==> src/rtl/clk_run_pkg.sv <==
// Shared types and defaults for the run/step clock controller.
package clk_run_pkg;

   // Controller states; the encodings are visible on the LEDs through state_o.
   typedef enum logic [2:0] {
      HALTED    = 3'd0,
      RUN       = 3'd1,
      STEP_LOW  = 3'd2,
      STEP_HIGH = 3'd3,
      STOPPED   = 3'd4
   } run_state_t;

   // 1 ms of stable input at a 50 MHz system clock.
   localparam int unsigned DEBOUNCE_DEFAULT = 50000;

endpackage

==> src/rtl/btn_debounce.sv <==
// Synchronizes one raw board input, debounces it and emits a press pulse
// on every accepted rising edge of the debounced level.
module btn_debounce
   import clk_run_pkg::*;
#(
   parameter int unsigned DEBOUNCE_CYCLES = DEBOUNCE_DEFAULT
) (
   input  logic clk,
   input  logic reset,
   input  logic raw,
   output logic level,
   output logic press
);

   localparam int unsigned CNT_W = (DEBOUNCE_CYCLES > 1) ? $clog2(DEBOUNCE_CYCLES) : 1;
   localparam logic [CNT_W-1:0] CNT_LAST = CNT_W'(DEBOUNCE_CYCLES - 1);

   logic             sync_1;
   logic             sync_2;
   logic [CNT_W-1:0] stable_cnt;

   // Two-flop synchronizer for the asynchronous board input.
   always_ff @(posedge clk) begin
      if (reset) begin
         sync_1 <= 1'b0;
         sync_2 <= 1'b0;
      end else begin
         // NOTE: non-blocking assignments keep sync_2 one full cycle behind sync_1;
         // blocking ones would collapse the two stages into a single flop.
         sync_1 <= raw;
         sync_2 <= sync_1;
      end
   end

   // Accept a new level only after it has differed from the current one for
   // DEBOUNCE_CYCLES consecutive cycles; any agreeing cycle restarts the count.
   always_ff @(posedge clk) begin
      if (reset) begin
         stable_cnt <= '0;
         level      <= 1'b0;
         press      <= 1'b0;
      end else begin
         press <= 1'b0;
         if (sync_2 != level) begin
            if (stable_cnt == CNT_LAST) begin
               stable_cnt <= '0;
               level      <= sync_2;
               press      <= sync_2;
            end else begin
               stable_cnt <= stable_cnt + CNT_W'(1);
            end
         end else begin
            stable_cnt <= '0;
         end
      end
   end

endmodule

==> src/rtl/clk_run_ctrl.sv <==
// Run/stop/single-step policy for the processor clock divider. Drives the
// divider's halt and set_freq inputs and counts completed single steps.
module clk_run_ctrl
   import clk_run_pkg::*;
#(
   parameter int unsigned DEBOUNCE_CYCLES = DEBOUNCE_DEFAULT,
   parameter int unsigned STEP_W          = 16
) (
   input  logic              clk,
   input  logic              reset,
   input  logic              btn_run,
   input  logic              btn_step,
   input  logic              sw_fast,
   input  logic              cpu_halt,
   input  logic              slow_clk,
   output logic              halt,
   output logic              set_freq,
   output logic [2:0]        state_o,
   output logic [STEP_W-1:0] step_count
);

   logic       run_press;
   logic       step_press;
   logic       fast_level;
   logic       run_level_unused;
   logic       step_level_unused;
   logic       fast_press_unused;
   logic       slow_q;
   logic       slow_rise;
   logic       slow_fall;
   logic       step_done;
   run_state_t state;
   run_state_t state_nxt;

   btn_debounce #(.DEBOUNCE_CYCLES(DEBOUNCE_CYCLES)) u_run_btn (
      .clk   (clk),
      .reset (reset),
      .raw   (btn_run),
      .level (run_level_unused),
      .press (run_press)
   );

   btn_debounce #(.DEBOUNCE_CYCLES(DEBOUNCE_CYCLES)) u_step_btn (
      .clk   (clk),
      .reset (reset),
      .raw   (btn_step),
      .level (step_level_unused),
      .press (step_press)
   );

   btn_debounce #(.DEBOUNCE_CYCLES(DEBOUNCE_CYCLES)) u_fast_sw (
      .clk   (clk),
      .reset (reset),
      .raw   (sw_fast),
      .level (fast_level),
      .press (fast_press_unused)
   );

   // Previous sample of the divided clock for edge detection; slow_clk moves
   // on the falling edge of clk, so it is already settled here.
   always_ff @(posedge clk) begin
      if (reset) slow_q <= 1'b0;
      else       slow_q <= slow_clk;
   end

   assign slow_rise = !slow_q &&  slow_clk;
   assign slow_fall =  slow_q && !slow_clk;

   // Next-state policy; cpu_halt outranks presses and slow-clock edges.
   always_comb begin
      // NOTE: defaults first so every path assigns both outputs and no latch is inferred.
      state_nxt = state;
      step_done = 1'b0;
      case (state)
         HALTED: begin
            if (run_press)       state_nxt = RUN;
            else if (step_press) state_nxt = STEP_LOW;
         end
         RUN: begin
            if (cpu_halt)       state_nxt = STOPPED;
            else if (run_press) state_nxt = HALTED;
         end
         STEP_LOW: begin
            if (cpu_halt)       state_nxt = STOPPED;
            else if (slow_fall) state_nxt = STEP_HIGH;
         end
         STEP_HIGH: begin
            step_done = slow_rise;
            if (cpu_halt)       state_nxt = STOPPED;
            else if (slow_rise) state_nxt = HALTED;
         end
         STOPPED: state_nxt = STOPPED;
         default: state_nxt = HALTED;
      endcase
   end

   // State, divider controls and step counter; halt and set_freq are decoded
   // from the next state so they switch on the same edge as the state.
   always_ff @(posedge clk) begin
      if (reset) begin
         state      <= HALTED;
         halt       <= 1'b1;
         set_freq   <= 1'b0;
         step_count <= '0;
      end else begin
         state    <= state_nxt;
         halt     <= (state_nxt == HALTED) || (state_nxt == STOPPED);
         // Stepping always runs at the slow rate so the divider has ample
         // margin to see halt before its next toggle.
         set_freq <= (state_nxt == STEP_LOW || state_nxt == STEP_HIGH) ? 1'b0 : fast_level;
         if (step_done) step_count <= step_count + STEP_W'(1);
      end
   end

   assign state_o = state;

endmodule

==> config.mk <==
export PLATFORM = sky130hd
export DESIGN_NAME = clk_run_ctrl
export DESIGN_NICKNAME = d
export VERILOG_FILES = /design/src/rtl/clk_run_pkg.sv /design/src/rtl/btn_debounce.sv /design/src/rtl/clk_run_ctrl.sv
export SDC_FILE = /design/constraint.sdc
export NUM_CORES = 1
export LEC_CHECK = 0
export ABC_AREA = 0
export ABC_CLOCK_PERIOD_IN_PS = 2600
export BUFFER_PORTS_ARGS = -buffer_cell sky130_fd_sc_hd__buf_2
export CORE_MARGIN = 2
export CORE_UTILIZATION = 40
export DETAILED_ROUTE_END_ITERATION = 7
export PLACE_DENSITY_LB_ADDON = 0.15
export SKIP_CTS_REPAIR_TIMING = 1
export SYNTH_ARGS = -nofsm -noshare
export SYNTH_HDL_FRONTEND = slang
export SYNTH_HIERARCHICAL = 1
export SYNTH_SLANG_ARGS = --single-unit
==> constraint.sdc <==
create_clock -name clk -period 2.6 [get_ports clk]
set_input_delay 0.39 -clock clk [delete_from_list [all_inputs] [get_ports clk]]
set_output_delay 0.39 -clock clk [all_outputs]
set_load 0.01 [all_outputs]
* After elaboration in Yosys (flattened, before gate mapping)
Cells that the tools add are included.
** Cells by class
- Add/sub/neg operators :: 4
- Equality and inequality tests :: 13
- Muxes and demuxes :: 10
- Bitwise logic cells :: 5
- Reductions and logical operators :: 17
** Operators by type and width (number)
- $add A16 B1 Y16 const B :: 4
- $eq A16 B16 Y1 const B :: 3
- $mux W3 :: 8
- $pmux W3 S5 :: 1
- $reduce_or A3 Y1 :: 5
- $eq A3 B2 Y1 const B :: 4
- $eq A3 B3 Y1 const B :: 2
- $logic_not A3 Y1 :: 2
- $reduce_and A2 Y1 :: 3
- $not A1 Y1 :: 5
- $eq A3 B1 Y1 const B :: 1
- $ne A1 B1 Y1 :: 3
- $logic_and A1 B1 Y1 :: 2
- $logic_not A1 Y1 :: 2
- $logic_or A1 B1 Y1 :: 2
- $reduce_or A2 Y1 :: 1
- $mux W1 :: 1
** Storage, ports and cells
- Flip-flop bits (word level) :: 81
- Input bits :: 7
- Output and inout port bits :: 21

* Depth between registers and ports, before layout
Gate-level depths: netlist of run 1.
- Depth in word-level cells :: 8
- Mapped depth :: 6
- Gate-level depth less buffers :: 5

* Cells and area by module
Netlist of run 1, hierarchy kept.
** By module, submodules not included
- btn_debounce :: instances 3, cells an instance 89, area each 835.8 um^2
- clk_run_ctrl :: instances 1, cells an instance 110, area each 1006.0 um^2

* Least setup slack after synthesis of run 1
OpenSTA, ideal clock, no wires.
- Path kind :: register -> register
- Start :: register u_fast_sw.stable_cnt[10]
- End :: register u_fast_sw.stable_cnt[13]
- Library setup time :: 0.115 ns
- Arrival :: 1.655 ns
- Setup slack :: 0.830 ns
- Stages on the path, launching flop included :: 6
- Cells stage by stage :: dfxtp_1 or4b_1 or4_4 nand2_4 buf_6 nor2_1
** On the way
- Word-level cells in the longest chain between the ends :: 2
- Elaborated cells between the ends (all ways) :: 3
** RTL lines
- start: declaration :: line btn_debounce.sv:20 : logic [CNT_W-1:0] stable_cnt;
- start signal: assignment :: line btn_debounce.sv:50 : stable_cnt <= stable_cnt + CNT_W'(1);
- parallel branches: the longest is 2 deep, another holds $add A16 B1 Y16
Parallel ways; which one is timed is not known.
A chain may end at the register's enable or synchronous reset.

* Worst setup path in the final report of run 1
- Start :: register u_fast_sw.stable_cnt[0]
- End :: register u_fast_sw.stable_cnt[8]
The elaborated chain is that of the path after synthesis.

==> implementation parameters, run 1 <==
Parameter                              Value

Status
  Result of the run ... finished, final reports clean

Setup path
  Worst endpoint data arrival time ... 2.12 ns
  FF-to-FF setup slack ... 0.72 ns
  R2R Path Start ... u_fast_sw/stable_cnt[0]$_SDFF_PP0_
  Highest fanout seen on the critical path ... 15
  Worst reg2reg path depth ... 5
  Required time of the critical path ... 2.83 ns
  Launching element type of the critical path ... register
  Critical register-to-register path endpoint ... u_fast_sw/stable_cnt[8]$_SDFF_PP0_
  Setup CP Type ... reg -> reg
  Setup crit end kind ... register

Cells and area
  Area of all placed cells without fillers ... 3910 sq um
  Area Growth Syn to Fin ... 12.5%
  ANT cells ... 0
  Total number of nets in the final design ... 417
  Most common library cell in the layout ignoring fill and taps ... dfxtp_1
  Proportion of layout cells with a drive suffix above 1 ... 0.134
  Commonest cells after routing, fill and taps aside ... dfxtp_1, nor2_1, xnor2_1

STA
  Least-Margin Pin Slew ... 0.513 ns
  Min Tclk post-route ... 1.88 ns
  Final Max Tran Viols ... 0
  Final worst setup slack ... 0.716 ns
  Setup_tns ... 0 ns
  Setup violators final ... 0
  Hold slack final ... 0.256 ns
  Slew HR ... 0.658
  Peak clock frequency supported by timing ... 531 MHz
  Largest clock skew in the final design ... 0.00830 ns
  Number of failing hold endpoints at the final stage ... 0
  Post-route clock period utilization ... 0.725
  Setup repair after global routing missed its margin ... false

Yosys
  Gate Count Post-Synth ... 375
  Syn_area_per_cell ... 9.28 sq um
  Post-synthesis net count ... 386
  Post-synth design cell area ... 3480 sq um
  Synthesis Warnings ... 6

CTS
  Number of CTS-inserted buffers ... 9
  Later-pin clock latency in the skew report ... 0.34 ns
  Root buf cell ... clkbuf_8
  Clock-pin slew of the registers on the worst-case setup and hold paths ... 0.08 ns
  Number of levels the H-tree was split into ... 3
  CTS tree ... done
  Number of buffers between clock root and the deepest sink ... 2
  Clk sinks ... 81

Global routing
  Total global routing overflow ... 0
  Antenna violations before repair ... 0
  Total GRT Usage ... 0.143
  Highest-utilization routing layer at the global route stage ... met2
  Met1 routing resource usage after global routing ... 0.200
  Via count of the first global-routing pass ... 2443
  Global Route met2 Usage ... 0.212
  Pin count of the biggest net entering global routing ... 22
  Met3 global-route usage ... 0.0388
  First-pass GRT wire length ... 11200 um

Detailed routing
  Detailed-router iteration count before antenna repair ... 4
  Via density per instance ... 5.02
  Drt first-iter violations ... 72
  Post-route antenna net violation count ... 0
  Vias ... 2607
  DRC violations left ... 0
  DR WL/cell ... 12.1 um
  Routed Wire Length ... 6280 um

Power
  Ratio of total power to cell area ... 581 nW/um^2
  Total leakage power ... 1.29 nW
  Power consumption ... 0.00228 W
  Max rail drop VDD ... 0.000209 V

Placement
  Worst setup timing slack at the placement stage ... 0.698 ns
  Instance area after placement ... 3690 sq um
  IO buf count ... 27
  HPWL after detailed placement ... 4260 um
  GP Congestion ... 0.811

Die
  Die outline width ... 97.3 um
  Overall die area ... 9460 sq um
  Vertical extent of the die ... 97.3 um
  Starting density of the core ... 0.405
  Placeable core region ... 8590 sq um
  Row count ... 34
  Count of boundary I/O pins ... 28

Worst hold path
  Hold Crit Class ... in -> reg
  Hold wc startpoint ... btn_run
  Instance count along the most critical hold path ... 2
  Hold endpoint ... u_run_btn/sync_1$_SDFF_PP0_

Job
  Number of maximum-capacitance constraint violations ... 0
metrics by stage:
| step | util | instances |
|---|---|---|
| 2_1_floorplan | - | 375 |
| 3_3_place_gp | 0.429 | 503 |
| 3_5_place_dp | 0.429 | 503 |
| 4_1_cts | 0.455 | 519 |
| 5_1_grt | 0.455 | 519 |
| 6_report | 0.455 | 519 |
final cells by class:
| cell class | count | area, sq um |
|---|---|---|
| Fill cell | 833 | 4680 |
| Multi-Input combinational cell | 273 | 1740 |
| Sequential cell | 81 | 1620 |
| Clock buffer | 13 | 179 |
| Timing Repair Buffer | 28 | 143 |
| Tap cell | 108 | 135 |
| Inverter | 13 | 48.8 |
| Clock inverter | 3 | 46.3 |
registers in the layout, summed over array words and instances (netlist names):
| signal | cells |
|---|---|
| u_run_btn/stable_cnt | 16 |
| halt | 1 |
| u_step_btn/press | 1 |
| u_run_btn/press | 1 |
| step_count | 16 |
| u_step_btn/stable_cnt | 16 |
| u_fast_sw/stable_cnt | 16 |
| u_run_btn/sync_1 | 1 |
| u_step_btn/sync_1 | 1 |
| u_fast_sw/sync_2 | 1 |
| slow_q | 1 |
| u_step_btn/sync_2 | 1 |
| u_step_btn/level | 1 |
| u_run_btn/level | 1 |
| state_o | 3 |
| u_run_btn/sync_2 | 1 |
| u_fast_sw/level | 1 |
| u_fast_sw/sync_1 | 1 |
| set_freq | 1 |
critical path: stages (launching register included):
cell and delay [ns]:
dfxtp_1 0.39, ha_1 0.20, nand3_1 0.27, or4_4 0.66, nand2_4 0.19, nor2_1 0.07
power by group:
part | internal (W) | switching (W)
sequential | 0.00125 | 0.00000377
combinational | 0.0000114 | 0.0000207
clock | 0.000551 | 0.000443
total | 0.00181 | 0.000467
metal layers:
metal  wire [um]  up-vias  share of wire
met3         207        6          0.033
met4          78        0          0.012
li1            -     1358              -
met1        3290     1212           0.52
met5           0        -              0
met2        2710       31           0.43
how the worst max path moves through the flow:
stage                                         from                                  end  cells after the start
6_report        u_fast_sw/stable_cnt[0]$_SDFF_PP0_   u_fast_sw/stable_cnt[8]$_SDFF_PP0_                      5
3_5_place_dp                              slow_clk          step_count[13]$_SDFFE_PP0P_                      5
4_1_cts         u_fast_sw/stable_cnt[0]$_SDFF_PP0_   u_fast_sw/stable_cnt[5]$_SDFF_PP0_                      5
5_1_grt                      state_o[2]$_SDFF_PP0_          step_count[13]$_SDFFE_PP0P_                      4
3_3_place_gp                              slow_clk          step_count[13]$_SDFFE_PP0P_                      5
2_1_floorplan  u_run_btn/stable_cnt[10]$_SDFF_PP0_  u_run_btn/stable_cnt[13]$_SDFF_PP0_                      5
(Power assumes the default switching activity.)
==> run 2: changes to the inputs <==
--- a/config.mk
+++ b/config.mk
@@ -6,7 +6,7 @@
 export NUM_CORES = 1
 export LEC_CHECK = 0
 export ABC_AREA = 0
-export ABC_CLOCK_PERIOD_IN_PS = 2600
+export ABC_CLOCK_PERIOD_IN_PS = 1800
 export BUFFER_PORTS_ARGS = -buffer_cell sky130_fd_sc_hd__buf_2
 export CORE_MARGIN = 2
 export CORE_UTILIZATION = 40
==> constraint.sdc (replaced) <==
create_clock -name clk -period 1.8 [get_ports clk]
set_input_delay 0.27 -clock clk [delete_from_list [all_inputs] [get_ports clk]]
set_output_delay 0.27 -clock clk [all_outputs]
set_load 0.01 [all_outputs]
==> run 2 against run 1 <==
  * Global-route usage hardly changed
  * Count of clock-buffer cells in the layout is 3 lower
  * Sequential cell count stayed put
  * Critical path depth shrank 1
  * Highest routed layer unchanged
  * Largest cell class unchanged
  * Final area increased by 6.3%
  * Sequential power is 44% higher
  * Routed wire length grew 2.9%
  * Via count rose by 3.0%
  * Clock skew is 0.0023 ns higher
  * Critical endpoint is now u_fast_sw/stable_cnt[14]$_SDFF_PP0_
  * Critical path type unchanged
  * Combinational power is 47% higher
  * Non-clock buffer count increased by 31
  * Worst setup slack worse by 0.68 ns
==> implementation parameters, run 2 (synthesis results as in run 1) <==
Parameter                              Value

Placement
  GP Congestion ... 0.730
  IO buf count ... 27
  HPWL after detailed placement ... 4470 um
  Instance area after placement ... 3910 sq um
  Total placed cells including tap cells ... 532

Setup path
  Required time of the critical path ... 2.03 ns
  Setup crit end kind ... register
  Setup CP Type ... reg -> reg
  Highest fanout seen on the critical path ... 15
  Worst endpoint data arrival time ... 2.00 ns
  Launching element type of the critical path ... register

Cells and area
  ANT cells ... 0
  Area of all placed cells without fillers ... 4160 sq um
  Layout fillers ... 853
  Total number of nets in the final design ... 448
  Commonest cells after routing, fill and taps aside ... dfxtp_1, nor2_1, xnor2_1
  Most common library cell in the layout ignoring fill and taps ... dfxtp_1
  Non-filler cells, final ... 550
  Multi-input combinational cell area ... 1770 sq um
  Area Growth Syn to Fin ... 19.6%
  FF/Latch Area ... 1630 sq um
  Proportion of layout cells with a drive suffix above 1 ... 0.204

Global routing
  Pin count of the biggest net entering global routing ... 23
  First-pass GRT wire length ... 11200 um
  Total GRT Usage ... 0.143
  Antenna violations before repair ... 0
  Total global routing overflow ... 0
  Via count of the first global-routing pass ... 2471

CTS
  Root buf cell ... clkbuf_8
  Number of CTS-inserted buffers ... 9
  CTS tree ... done
  Number of levels the H-tree was split into ... 3
  Number of buffers between clock root and the deepest sink ... 2
  Clk sinks ... 81
  Later-pin clock latency in the skew report ... 0.35 ns
  Clock-pin slew of the registers on the worst-case setup and hold paths ... 0.09 ns

STA
  Least-Margin Pin Slew ... 0.382 ns
  Setup violators final ... 0
  Peak clock frequency supported by timing ... 566 MHz
  Largest clock skew in the final design ... 0.0106 ns
  Number of failing hold endpoints at the final stage ... 0
  Post-route clock period utilization ... 0.982
  Min Tclk post-route ... 1.77 ns
  Final Max Tran Viols ... 0
  Slew HR ... 0.743
  Setup repair after global routing missed its margin ... true

Power
  Ratio of total power to cell area ... 770 nW/um^2
  Total leakage power ... 1.45 nW
  Max rail drop VDD ... 0.000320 V

Die
  Placeable core region ... 8590 sq um
  Starting density of the core ... 0.405
  Vertical extent of the die ... 97.3 um
  Count of boundary I/O pins ... 28
  Die outline width ... 97.3 um
  Overall die area ... 9460 sq um
  Row count ... 34

Detailed routing
  Vias ... 2684
  Post-route antenna net violation count ... 0
  Detailed-router iteration count before antenna repair ... 4
  DR WL/cell ... 11.8 um
  Drt first-iter violations ... 73
  DRC violations left ... 0
  Via density per instance ... 4.88
  Routed Wire Length ... 6470 um

Worst hold path
  Hold Crit Class ... in -> reg

Status
  Result of the run ... finished, final reports clean

Job
  Number of maximum-capacitance constraint violations ... 0
==> run 2: cell types whose count changed in the layout (fill, tap and decap cells not counted), sizes merged <==
cell | previous run | this run
clkbuf | 13 | 10
inv | 13 | 14
clkinvlp | 1 | 3
buf | 28 | 59
==> run 2: power by group <==
part | switching, W | leakage (nW) | internal, W
Clock | 0.000669 | 0.0949 | 0.000681
Combinational | 0.0000302 | 0.702 | 0.0000172
Sequential | 0.00000546 | 0.655 | 0.00180
Total | 0.000705 | 1.45 | 0.00250
==> run 2: through the flow <==
stage          setup slack (ns)  power, W   util  hold slack (ns)  TNS (ns)
3_3_place_gp             0.0169   0.00189  0.455            0.419         0
6_report                 0.0332   0.00320  0.484            0.136         0
3_5_place_dp             0.0146   0.00189  0.455            0.426         0
5_1_grt                 -0.0231   0.00334  0.484            0.121    -0.196
2_1_floorplan            0.0299   0.00188      -            0.342         0
4_1_cts                 0.00483   0.00327  0.478            0.112         0
==> run 2: layer usage <==
metal,global-route usage,vias to the layer above,part of all wire
met5,0,-,0
met4,0.0673,0,0.017
met3,0.0259,8,0.030
met2,0.215,30,0.43
met1,0.199,1227,0.52
li1,-,1419,-
==> run 2: worst paths after layout <==
check,from,cells after the start,slack [ns],endpoint
hold / removal,btn_run,2,0.14,u_run_btn/sync_1$_SDFF_PP0_
hold reg to reg,u_fast_sw/sync_1$_SDFF_PP0_,1,0.44,u_fast_sw/sync_2$_SDFF_PP0_
setup reg to reg,u_fast_sw/stable_cnt[7]$_SDFF_PP0_,4,0.03,u_fast_sw/stable_cnt[14]$_SDFF_PP0_
setup / recovery,u_fast_sw/stable_cnt[7]$_SDFF_PP0_,4,0.03,u_fast_sw/stable_cnt[14]$_SDFF_PP0_
==> run 2: critical path: stages (launching register included) <==
cell,delay (ns)
dfxtp_2,0.34
or4b_1,0.49
or4_4,0.56
nand2_4,0.19
nor2_1,0.07
==> run 2: layout make-up <==
cell class	instances	area share
Clock inverter	6	0.0159
Tap cell	108	0.0325
Inverter	13	0.0117
Clock buffer	10	0.0331
Timing Repair Buffer	59	0.0903
Sequential cell	81	0.391
Multi-Input combinational cell	273	0.426
==> run 3: changes to the inputs <==
--- a/config.mk
+++ b/config.mk
@@ -10,8 +10,10 @@
 export BUFFER_PORTS_ARGS = -buffer_cell sky130_fd_sc_hd__buf_2
 export CORE_MARGIN = 2
 export CORE_UTILIZATION = 40
+export CTS_CLUSTER_SIZE = 30
 export DETAILED_ROUTE_END_ITERATION = 7
 export PLACE_DENSITY_LB_ADDON = 0.15
+export SETUP_SLACK_MARGIN = 0.02
 export SKIP_CTS_REPAIR_TIMING = 1
 export SYNTH_ARGS = -nofsm -noshare
 export SYNTH_HDL_FRONTEND = slang
==> constraint.sdc (replaced) <==
create_clock -name clk -period 1.8 [get_ports clk]
set_input_delay 0.18 -clock clk [delete_from_list [all_inputs] [get_ports clk]]
set_output_delay 0.18 -clock clk [all_outputs]
set_load 0.01 [all_outputs]
==> run 3 against run 2 <==
  * Utilization fell by 0.058 points
  * Critical endpoint is now u_step_btn/level$_SDFFE_PP0P_
  * Critical path type unchanged
  * Non-clock buffer count rose by 2
  * Final area fell by 0.12%
  * Combinational power rose by 8.9%
  * Power fell by 6.3%
  * Routed wire length rose by 0.60%
==> implementation parameters, run 3 (synthesis results as in run 1) <==
Parameter                              Value

Cells and area
  Most common library cell in the layout ignoring fill and taps ... dfxtp_1
  Area Growth Syn to Fin ... 19.4%
  Area of all placed cells without fillers ... 4150 sq um
  Total number of nets in the final design ... 451
  Proportion of layout cells with a drive suffix above 1 ... 0.205
  Layout fillers ... 843
  ANT cells ... 0
  Commonest cells after routing, fill and taps aside ... dfxtp_1, nor2_1, xnor2_1

Placement
  HPWL after detailed placement ... 4520 um
  Instance area after placement ... 3930 sq um
  Worst setup timing slack at the placement stage ... 0.0101 ns
  IO buf count ... 27
  GP Congestion ... 0.788

Setup path
  Setup crit end kind ... register
  Setup CP Type ... reg -> reg
  Required time of the critical path ... 2.02 ns
  Critical register-to-register path endpoint ... u_step_btn/level$_SDFFE_PP0P_
  FF-to-FF setup slack ... 0.03 ns
  Worst endpoint data arrival time ... 1.99 ns
  R2R Path Start ... u_step_btn/stable_cnt[4]$_SDFF_PP0_
  Highest fanout seen on the critical path ... 4
  Worst reg2reg path depth ... 4
  Launching element type of the critical path ... register

Power
  Ratio of total power to cell area ... 723 nW/um^2
  Total leakage power ... 1.45 nW
  Max rail drop VDD ... 0.000330 V

CTS
  Later-pin clock latency in the skew report ... 0.34 ns
  Clk sinks ... 81
  Clock-pin slew of the registers on the worst-case setup and hold paths ... 0.07 ns
  Number of CTS-inserted buffers ... 9
  Root buf cell ... clkbuf_8
  Number of levels the H-tree was split into ... 3
  CTS tree ... done
  Number of buffers between clock root and the deepest sink ... 2

Status
  Result of the run ... finished, final reports clean

Die
  Overall die area ... 9460 sq um
  Placeable core region ... 8590 sq um
  Vertical extent of the die ... 97.3 um
  Die outline width ... 97.3 um
  Count of boundary I/O pins ... 28
  Starting density of the core ... 0.405
  Row count ... 34

STA
  Number of failing hold endpoints at the final stage ... 0
  Slew HR ... 0.623
  Final worst setup slack ... 0.0326 ns
  Least-Margin Pin Slew ... 0.564 ns
  Post-route clock period utilization ... 0.982
  Peak clock frequency supported by timing ... 566 MHz
  Min Tclk post-route ... 1.77 ns
  Final Max Tran Viols ... 0
  Largest clock skew in the final design ... 0.00952 ns
  Setup repair after global routing missed its margin ... true
  Setup violators final ... 0

Global routing
  Via count of the first global-routing pass ... 2481
  Total GRT Usage ... 0.145
  Total global routing overflow ... 0
  First-pass GRT wire length ... 11300 um
  Antenna violations before repair ... 0
  Pin count of the biggest net entering global routing ... 16

Detailed routing
  Detailed-router iteration count before antenna repair ... 4
  Drt first-iter violations ... 76
  Routed Wire Length ... 6510 um
  Via density per instance ... 4.97
  DRC violations left ... 0
  Vias ... 2743
  Post-route antenna net violation count ... 0
  DR WL/cell ... 11.8 um

Worst hold path
  Hold Crit Class ... in -> reg
  Hold wc startpoint ... btn_step
  Instance count along the most critical hold path ... 2
  Hold endpoint ... u_step_btn/sync_1$_SDFF_PP0_

Job
  Number of maximum-capacitance constraint violations ... 0
run 3: cell type report:
class / instances / area, sq um / share of cell area
Timing Repair Buffer: 61 / 390 / 0.0940
Sequential cell: 81 / 1630 / 0.391
Clock inverter: 3 / 17.5 / 0.00422
Clock buffer: 12 / 145 / 0.0349
Multi-Input combinational cell: 274 / 1790 / 0.431
Tap cell: 108 / 135 / 0.0325
Inverter: 13 / 48.8 / 0.0117
run 3: worst max path at each step:
stage / start / depth (start not counted) / slack, ns / endpoint
6_report: u_step_btn/stable_cnt[4]$_SDFF_PP0_ / 4 / 0.03 / u_step_btn/level$_SDFFE_PP0P_
5_1_grt: u_step_btn/stable_cnt[4]$_SDFF_PP0_ / 4 / -0.03 / u_step_btn/level$_SDFFE_PP0P_
4_1_cts: u_step_btn/stable_cnt[11]$_SDFF_PP0_ / 4 / -0.006 / u_step_btn/stable_cnt[7]$_SDFF_PP0_
3_5_place_dp: u_step_btn/stable_cnt[11]$_SDFF_PP0_ / 4 / 0.01 / u_step_btn/stable_cnt[3]$_SDFF_PP0_
3_3_place_gp: u_step_btn/stable_cnt[7]$_SDFF_PP0_ / 4 / 0.03 / u_step_btn/stable_cnt[6]$_SDFF_PP0_
2_1_floorplan: u_run_btn/stable_cnt[10]$_SDFF_PP0_ / 5 / 0.03 / u_run_btn/stable_cnt[13]$_SDFF_PP0_
run 3: report_power, final:
| part | internal (W) | switching [W] | leakage [nW] |
|---|---|---|---|
| registers | 0.00180 | 0.00000541 | 0.655 |
| logic | 0.0000193 | 0.0000323 | 0.713 |
| clock network | 0.000528 | 0.000616 | 0.0822 |
run 3: routing by layer:
layer,share of wire,track usage,routed length [um],up-vias
met1,0.52,0.199,3360,1269
met4,0.012,0.0577,80,0
li1,-,-,-,1433
met5,0,0,0,-
met2,0.44,0.223,2880,35
met3,0.028,0.0324,180,6
run 3: stage by stage:
stage | hold WS (ns) | power [W] | TNS (ns) | utilization | cells
finish | 0.0567 | 0.00300 | 0 | 0.483 | 552
floorplan | 0.252 | 0.00188 | 0 | - | 375
global route | 0.0470 | 0.00313 | -0.0729 | 0.483 | 552
detailed placement | 0.396 | 0.00190 | 0 | 0.457 | 535
global placement | 0.394 | 0.00190 | 0 | 0.457 | 535
CTS | 0.0392 | 0.00305 | -0.0260 | 0.476 | 550
run 3: worst max-delay path, cell delays in order (launching register included):
cell	delay, ns
dfxtp_1	0.31
or4b_1	0.53
or4_4	0.59
mux2i_1	0.17
nor2_1	0.06
